File: src/rtl/elevator_pkg.sv
// Shared direction encodings, scan FSM state type and the direction-preference rule table.
package elevator_pkg;

   localparam logic [1:0] DIR_UP   = 2'b10;
   localparam logic [1:0] DIR_DOWN = 2'b01;
   localparam logic [1:0] DIR_NONE = 2'b00;

   typedef enum logic [1:0] {
      ST_IDLE  = 2'd0,
      ST_UP    = 2'd1,
      ST_DOWN  = 2'd2,
      ST_DWELL = 2'd3
   } state_t;

   // A DOWN rule set prefers below over above; IDLE and UP prefer above.
   function automatic state_t scan_next(input state_t rule, input logic here,
                                        input logic above, input logic below);
      state_t nxt;
      nxt = ST_IDLE;
      if (here) begin
         nxt = ST_DWELL;
      end else if (rule == ST_DOWN) begin
         if (below)      nxt = ST_DOWN;
         else if (above) nxt = ST_UP;
      end else begin
         if (above)      nxt = ST_UP;
         else if (below) nxt = ST_DOWN;
      end
      return nxt;
   endfunction

   function automatic logic [1:0] dir_of(input state_t s);
      logic [1:0] d;
      case (s)
         ST_UP:   d = DIR_UP;
         ST_DOWN: d = DIR_DOWN;
         default: d = DIR_NONE;
      endcase
      return d;
   endfunction

endpackage

File: src/rtl/floor_scan.sv
// Combinational request scan around the car: hit at, above and below the current floor.
// All flags forced low when the car position is not exactly one-hot; no state, no backpressure.
module floor_scan #(
   parameter int NUM_FLOORS = 6
) (
   input  logic [NUM_FLOORS-1:0] i_current_floor,
   input  logic [NUM_FLOORS-1:0] i_pending,
   output logic                  o_here,
   output logic                  o_above,
   output logic                  o_below,
   output logic                  o_valid
);

   logic w_above_raw;
   logic w_below_raw;
   logic w_seen_lo;
   logic w_seen_hi;

   // A pending bit counts as above once the car bit has been passed walking upward.
   always_comb begin
      w_above_raw = 1'b0;
      w_seen_lo   = 1'b0;
      for (int i = 0; i < NUM_FLOORS; i++) begin
         w_above_raw = w_above_raw | (i_pending[i] & w_seen_lo);
         w_seen_lo   = w_seen_lo | i_current_floor[i];
      end
      w_below_raw = 1'b0;
      w_seen_hi   = 1'b0;
      for (int i = NUM_FLOORS - 1; i >= 0; i--) begin
         w_below_raw = w_below_raw | (i_pending[i] & w_seen_hi);
         w_seen_hi   = w_seen_hi | i_current_floor[i];
      end
   end

   assign o_valid = ($countones(i_current_floor) == 1);
   assign o_here  = o_valid & (|(i_pending & i_current_floor));
   assign o_above = o_valid & w_above_raw;
   assign o_below = o_valid & w_below_raw;

endmodule

File: src/rtl/scan_direction.sv
// SCAN elevator direction controller; direction follows pending with one cycle latency, no backpressure.
// Define SCAN_DWELL_EN to add the timed door-open DWELL stop; otherwise floors are serviced on the fly.
module scan_direction
   import elevator_pkg::*;
#(
   parameter int NUM_FLOORS   = 6,
   parameter int DWELL_CYCLES = 4
) (
   input  logic                  clk,
   input  logic                  reset,
   input  logic [NUM_FLOORS-1:0] currentFloor,
   input  logic [NUM_FLOORS-1:0] reqSet,
   output logic [1:0]            direction,
   output logic [NUM_FLOORS-1:0] pending,
   output logic [NUM_FLOORS-1:0] served,
   output logic                  doorOpen
);

   if (NUM_FLOORS < 2 || DWELL_CYCLES < 1) begin : g_bad_param
      $error("scan_direction: NUM_FLOORS must be >= 2 and DWELL_CYCLES >= 1");
   end

   state_t                  r_state;
   logic [NUM_FLOORS-1:0]   r_pending;
   logic [NUM_FLOORS-1:0]   r_served;
   logic                    w_here;
   logic                    w_above;
   logic                    w_below;
   logic                    w_valid;
   logic [NUM_FLOORS-1:0]   w_set;
   logic [NUM_FLOORS-1:0]   w_set_clr;
   state_t                  w_scan_next;

   floor_scan #(
      .NUM_FLOORS(NUM_FLOORS)
   ) u_floor_scan (
      .i_current_floor(currentFloor),
      .i_pending      (r_pending),
      .o_here         (w_here),
      .o_above        (w_above),
      .o_below        (w_below),
      .o_valid        (w_valid)
   );

   assign w_set     = r_pending | reqSet;
   // Clear beats a same-cycle call at the floor being serviced.
   assign w_set_clr = w_set & ~currentFloor;

`ifdef SCAN_DWELL_EN

   localparam int              CW     = $clog2(DWELL_CYCLES + 1);
   localparam logic [CW-1:0]   RELOAD = CW'(DWELL_CYCLES - 1);

   state_t          r_last_dir;
   logic [CW-1:0]   r_cnt;
   state_t          w_rule;
   logic            w_hit;

   // On dwell expiry the travel direction held before the stop picks the rule set.
   assign w_rule      = (r_state == ST_DWELL) ? r_last_dir : r_state;
   assign w_scan_next = scan_next(w_rule, w_here, w_above, w_below);
   assign w_hit       = (r_state == ST_DWELL) && w_valid && (|(reqSet & currentFloor));

   always_ff @(posedge clk) begin
      if (reset) begin
         r_state    <= ST_IDLE;
         r_last_dir <= ST_IDLE;
         r_cnt      <= '0;
         r_pending  <= '0;
         r_served   <= '0;
      end else begin
         r_served  <= '0;
         r_pending <= w_set;
         if (!w_valid) begin
            r_state <= ST_IDLE;
            r_cnt   <= '0;
         end else if (w_hit) begin
            r_cnt     <= RELOAD;
            r_served  <= currentFloor;
            r_pending <= w_set_clr;
         end else if (r_state == ST_DWELL && r_cnt != '0) begin
            r_cnt <= r_cnt - 1'b1;
         end else begin
            r_state <= w_scan_next;
            if (w_scan_next == ST_DWELL) begin
               r_cnt     <= RELOAD;
               r_served  <= currentFloor;
               r_pending <= w_set_clr;
               if (r_state != ST_DWELL) begin
                  r_last_dir <= r_state;
               end
            end
         end
      end
   end

   assign doorOpen = (r_state == ST_DWELL);

`else

   // The stop is folded into the travel cycle, so the rules run as if nothing were here.
   assign w_scan_next = scan_next(r_state, 1'b0, w_above, w_below);

   always_ff @(posedge clk) begin
      if (reset) begin
         r_state   <= ST_IDLE;
         r_pending <= '0;
         r_served  <= '0;
      end else begin
         r_served  <= '0;
         r_pending <= w_set;
         if (!w_valid) begin
            r_state <= ST_IDLE;
         end else begin
            r_state <= w_scan_next;
            if (w_here) begin
               r_served  <= currentFloor;
               r_pending <= w_set_clr;
            end
         end
      end
   end

   assign doorOpen = 1'b0;

`endif

   assign direction = dir_of(r_state);
   assign pending   = r_pending;
   assign served    = r_served;

endmodule

File: config.mk
export PLATFORM = sky130hd
export DESIGN_NAME = scan_direction
export DESIGN_NICKNAME = d
export VERILOG_FILES = /design/src/rtl/elevator_pkg.sv /design/src/rtl/floor_scan.sv /design/src/rtl/scan_direction.sv
export SDC_FILE = /design/constraint.sdc
export NUM_CORES = 1
export LEC_CHECK = 0
export BUFFER_PORTS_ARGS = -buffer_cell sky130_fd_sc_hd__buf_4
export CORE_UTILIZATION = 52
export DETAILED_ROUTE_END_ITERATION = 10
export GPL_TIMING_DRIVEN = 0
export PLACE_DENSITY = 0.9
export SYNTH_ARGS = -nofsm -noshare
export SYNTH_HDL_FRONTEND = slang
export SYNTH_HIERARCHICAL = 1
export SYNTH_SLANG_ARGS = --single-unit
File: constraint.sdc
create_clock -name clk -period 5.2 [get_ports clk]
set_clock_uncertainty 0.05 [all_clocks]
set_input_delay 0.52 -clock clk [delete_from_list [all_inputs] [get_ports clk]]
set_output_delay 0.52 -clock clk [all_outputs]
set_load 0.02 [all_outputs]
==> results.txt <==
Yosys warns -> 6
Crit Path Class -> in -> reg
Hold Path Origin -> currentFloor[5]
Total track usage -> 0.2536
Vias in the first global route -> 739
Initial antenna violation count -> 0
WL/cell -> 16.31 um
Worst r2r src -> pending[2]
Ys flop type -> dfxtp_1
Cell variety after synth -> 32
Min Tclk post-route -> 3148 ps
Startpoint Class -> input pin
Internal Pwr Total -> 0.1984 mW
Reg-to-Reg End -> pending[4]
Initial cell density of the core -> 0.5583
Comb pwr share -> 0.339
Achievable Freq -> 0.3176 GHz
Worst-skew pair later-pin latency -> 280 ps
Sequential cell area -> 280.3 um^2
Clk root buf -> clkbuf_4
Pwr per Cell Area -> 269.9 mW/mm^2
Crit share post-route -> 0.6054
Final WS setup -> 2052 ps
DR DRC count -> 0
IO Pins -> 29
Final Hold Fails -> 0
Max H-tree Level -> 1
Die Span X -> 42.45 um
First-pass GRT wire length -> 3360 um
Leading area contributor after synthesis -> dfxtp_1
Metal-1 WL -> 846 um
Die area -> 0.001802 mm^2
Routed wire length -> 2137 um
MaxCap Viol Count -> 0
Final setup violation count -> 0
Share of power burned in registers -> 0.396
Ant diodes -> 0
Met3 WL -> 138 um
Met2 WL -> 1056 um
Max Root-Sink Buffers -> 2
Async SR Flop Fraction -> 0
P&R area growth vs syn -> 30.44%
Reg2Reg Depth -> 5
Cts bufs inserted -> 3
CP cell instances -> buf_4 > inv_1 > ha_1 > inv_1 > fa_1 > inv_1 > ha_1 > inv_1 > fa_1 > a211oi_1 > mux2i_1 > a211oi_1 > buf_6 > nand2_4 > nor3b_1
Setup_tns -> 0 ps
Synth Area per Inst -> 10.13 um^2
Place WS -> 1836 ps
Reg-to-reg setup timing slack -> 3580 ps
Hpwl dp -> 1575 um
CP Max Fanout -> 9
CTS Hold Bufs -> 0
FF+latch count, synth -> 14
Fill count -> 121
Total number of vias -> 807
Core Area -> 0.001524 mm^2
Cell depth of the worst min-delay path -> 2
Post-synth EDFFs -> 0
P_sw -> 0.1012 mW
Cell mode on critical path -> inv_1
Design Power -> 0.2996 mW
Clk slew on worst S/H paths -> 90 ps
Status -> finished clean
Clk network pwr share -> 0.265
Setup crit end kind -> flip-flop
Post CTS Setup Buffer Count -> 0
Yosys top cell area share -> 0.3294
Seq/Total Area, Yosys -> 0.3294
Area of the multi-input gates -> 480.5 um^2
Max rail drop VDD -> 196.7 uV
Cell family with most CP delay -> adder cells
Count of pins over their slew limit -> 0
RSZ-0062 raised after global routing -> no
P_leak -> 0.5322 nW
Critical path data required time -> 5350 ps
Post-route ant nets -> 0
Hold path endpoint -> pending[5]
Syn nets -> 107
Grt ovf -> 0
Initial DRC Count -> 32
Top Metal Used -> met4
Final nets -> 139
Share of layout cells above drive strength 1 -> 0.3913
Drt via density -> 6.160
CTS tree -> built
Switching Fraction -> 0.3378
Util after Layout -> 0.7282
Rows -> 14
CTS sink cnt -> 14
Worst-case hold slack -> 429.7 ps
Crit path DAT -> 3300 ps
RePlAce Congestion -> 0.8626
Mapped Area -> 850.8 um^2
Quantity of I/O buffers inserted on ports -> 27
Buf+Inv Stages, Crit Path -> 6
Post-cts sizing count -> 0
Largest net degree at the start of global routing -> 11
Initial DRT Pass Iterations -> 4
Hold/Removal Path Class -> in -> reg
CP peak stage delay -> 410 ps
Die span in y -> 42.45 um
Crit path max-delay cell type -> fa_1
Synth Instances -> 84
Top cells by area, synth -> dfxtp_1, ha_1, inv_1, a311oi_1, fa_1
flip-flops by register name, summed over array words and instances (netlist names):
signal   count
pending      6
r_state      2
served       6
cell usage after synthesis, types with 2 or more instances:
library cell and number:
a211oi_1 4, a311oi_1 5, or3b_1 2, nor3b_1 4, dfxtp_1 14, ha_1 7
fa_1 2, and4_1 2, buf_6 3, nor2_1 7, inv_1 13
cells in the final DEF (no fill, tap or decap), types with 2 or more instances in the layout:
master / n
a211oi_1: 4
a311oi_1: 5
and4_1: 2
buf_4: 28
buf_6: 3
clkbuf_4: 3
dfxtp_1: 14
fa_1: 2
ha_1: 7
inv_1: 13
nor2_1: 7
nor3b_1: 4
or3b_1: 2
metal layers:
layer	GRT usage	vias to the layer above
li1	-	368
met1	0.2842	381
met2	0.4369	48
met3	0.06897	10
met4	0.1250	0
met5	0	-
worst max-delay path by stage:
stage	from	to	slack, ps	depth (start not counted)
final	currentFloor[0]	served[2]	2050	15
after global routing	currentFloor[0]	served[1]	1920	15
after CTS	currentFloor[0]	served[2]	2100	15
after detailed placement	currentFloor[0]	served[2]	1840	15
after global placement	currentFloor[0]	served[2]	1880	15
after floorplan	currentFloor[0]	served[2]	2180	14
area by class of cell:
cell class              instances  share of cell area
multi-input cells              53              0.4329
flip-flops and latches         14              0.2525
repair buffers                 27              0.1826
inverters                      13             0.04397
plain buffers                   4             0.03720
clock buffers                   4             0.03269
well taps                      16             0.01804
power groups by stage:
stage,sequential [mW],clock [mW],combinational (mW)
after global placement,0.120,0,0.0927
final,0.119,0.0792,0.102
after CTS,0.118,0.0809,0.0997
after floorplan,0.125,0,0.0594
after global routing,0.119,0.0847,0.109
after detailed placement,0.121,0,0.0978
stage by stage:
stage	cell area, um^2	cells
2_1_floorplan	850.8	84
3_3_place_gp	1074	127
3_5_place_dp	1074	127
4_1_cts	1110	131
5_1_grt	1110	131
6_report	1110	131
cells by family (layout without fill, tap and decap cells):
| family | count (synthesis) | count (layout) | synth area share |
|---|---|---|---|
| buffers and inverters | 17 | 48 | 0.1059 |
| AND/OR/NAND/NOR | 22 | 22 | 0.1794 |
| multiplexers | 1 | 1 | 0.01177 |
| other | 1 | 1 | 0.004408 |
| flip-flops | 14 | 14 | 0.3294 |
| adder cells (fa/ha/maj) | 9 | 9 | 0.1500 |
| AO/OA/AOI/OAI | 20 | 20 | 0.2191 |
No activity file was read; power rests on OpenSTA's default activity.
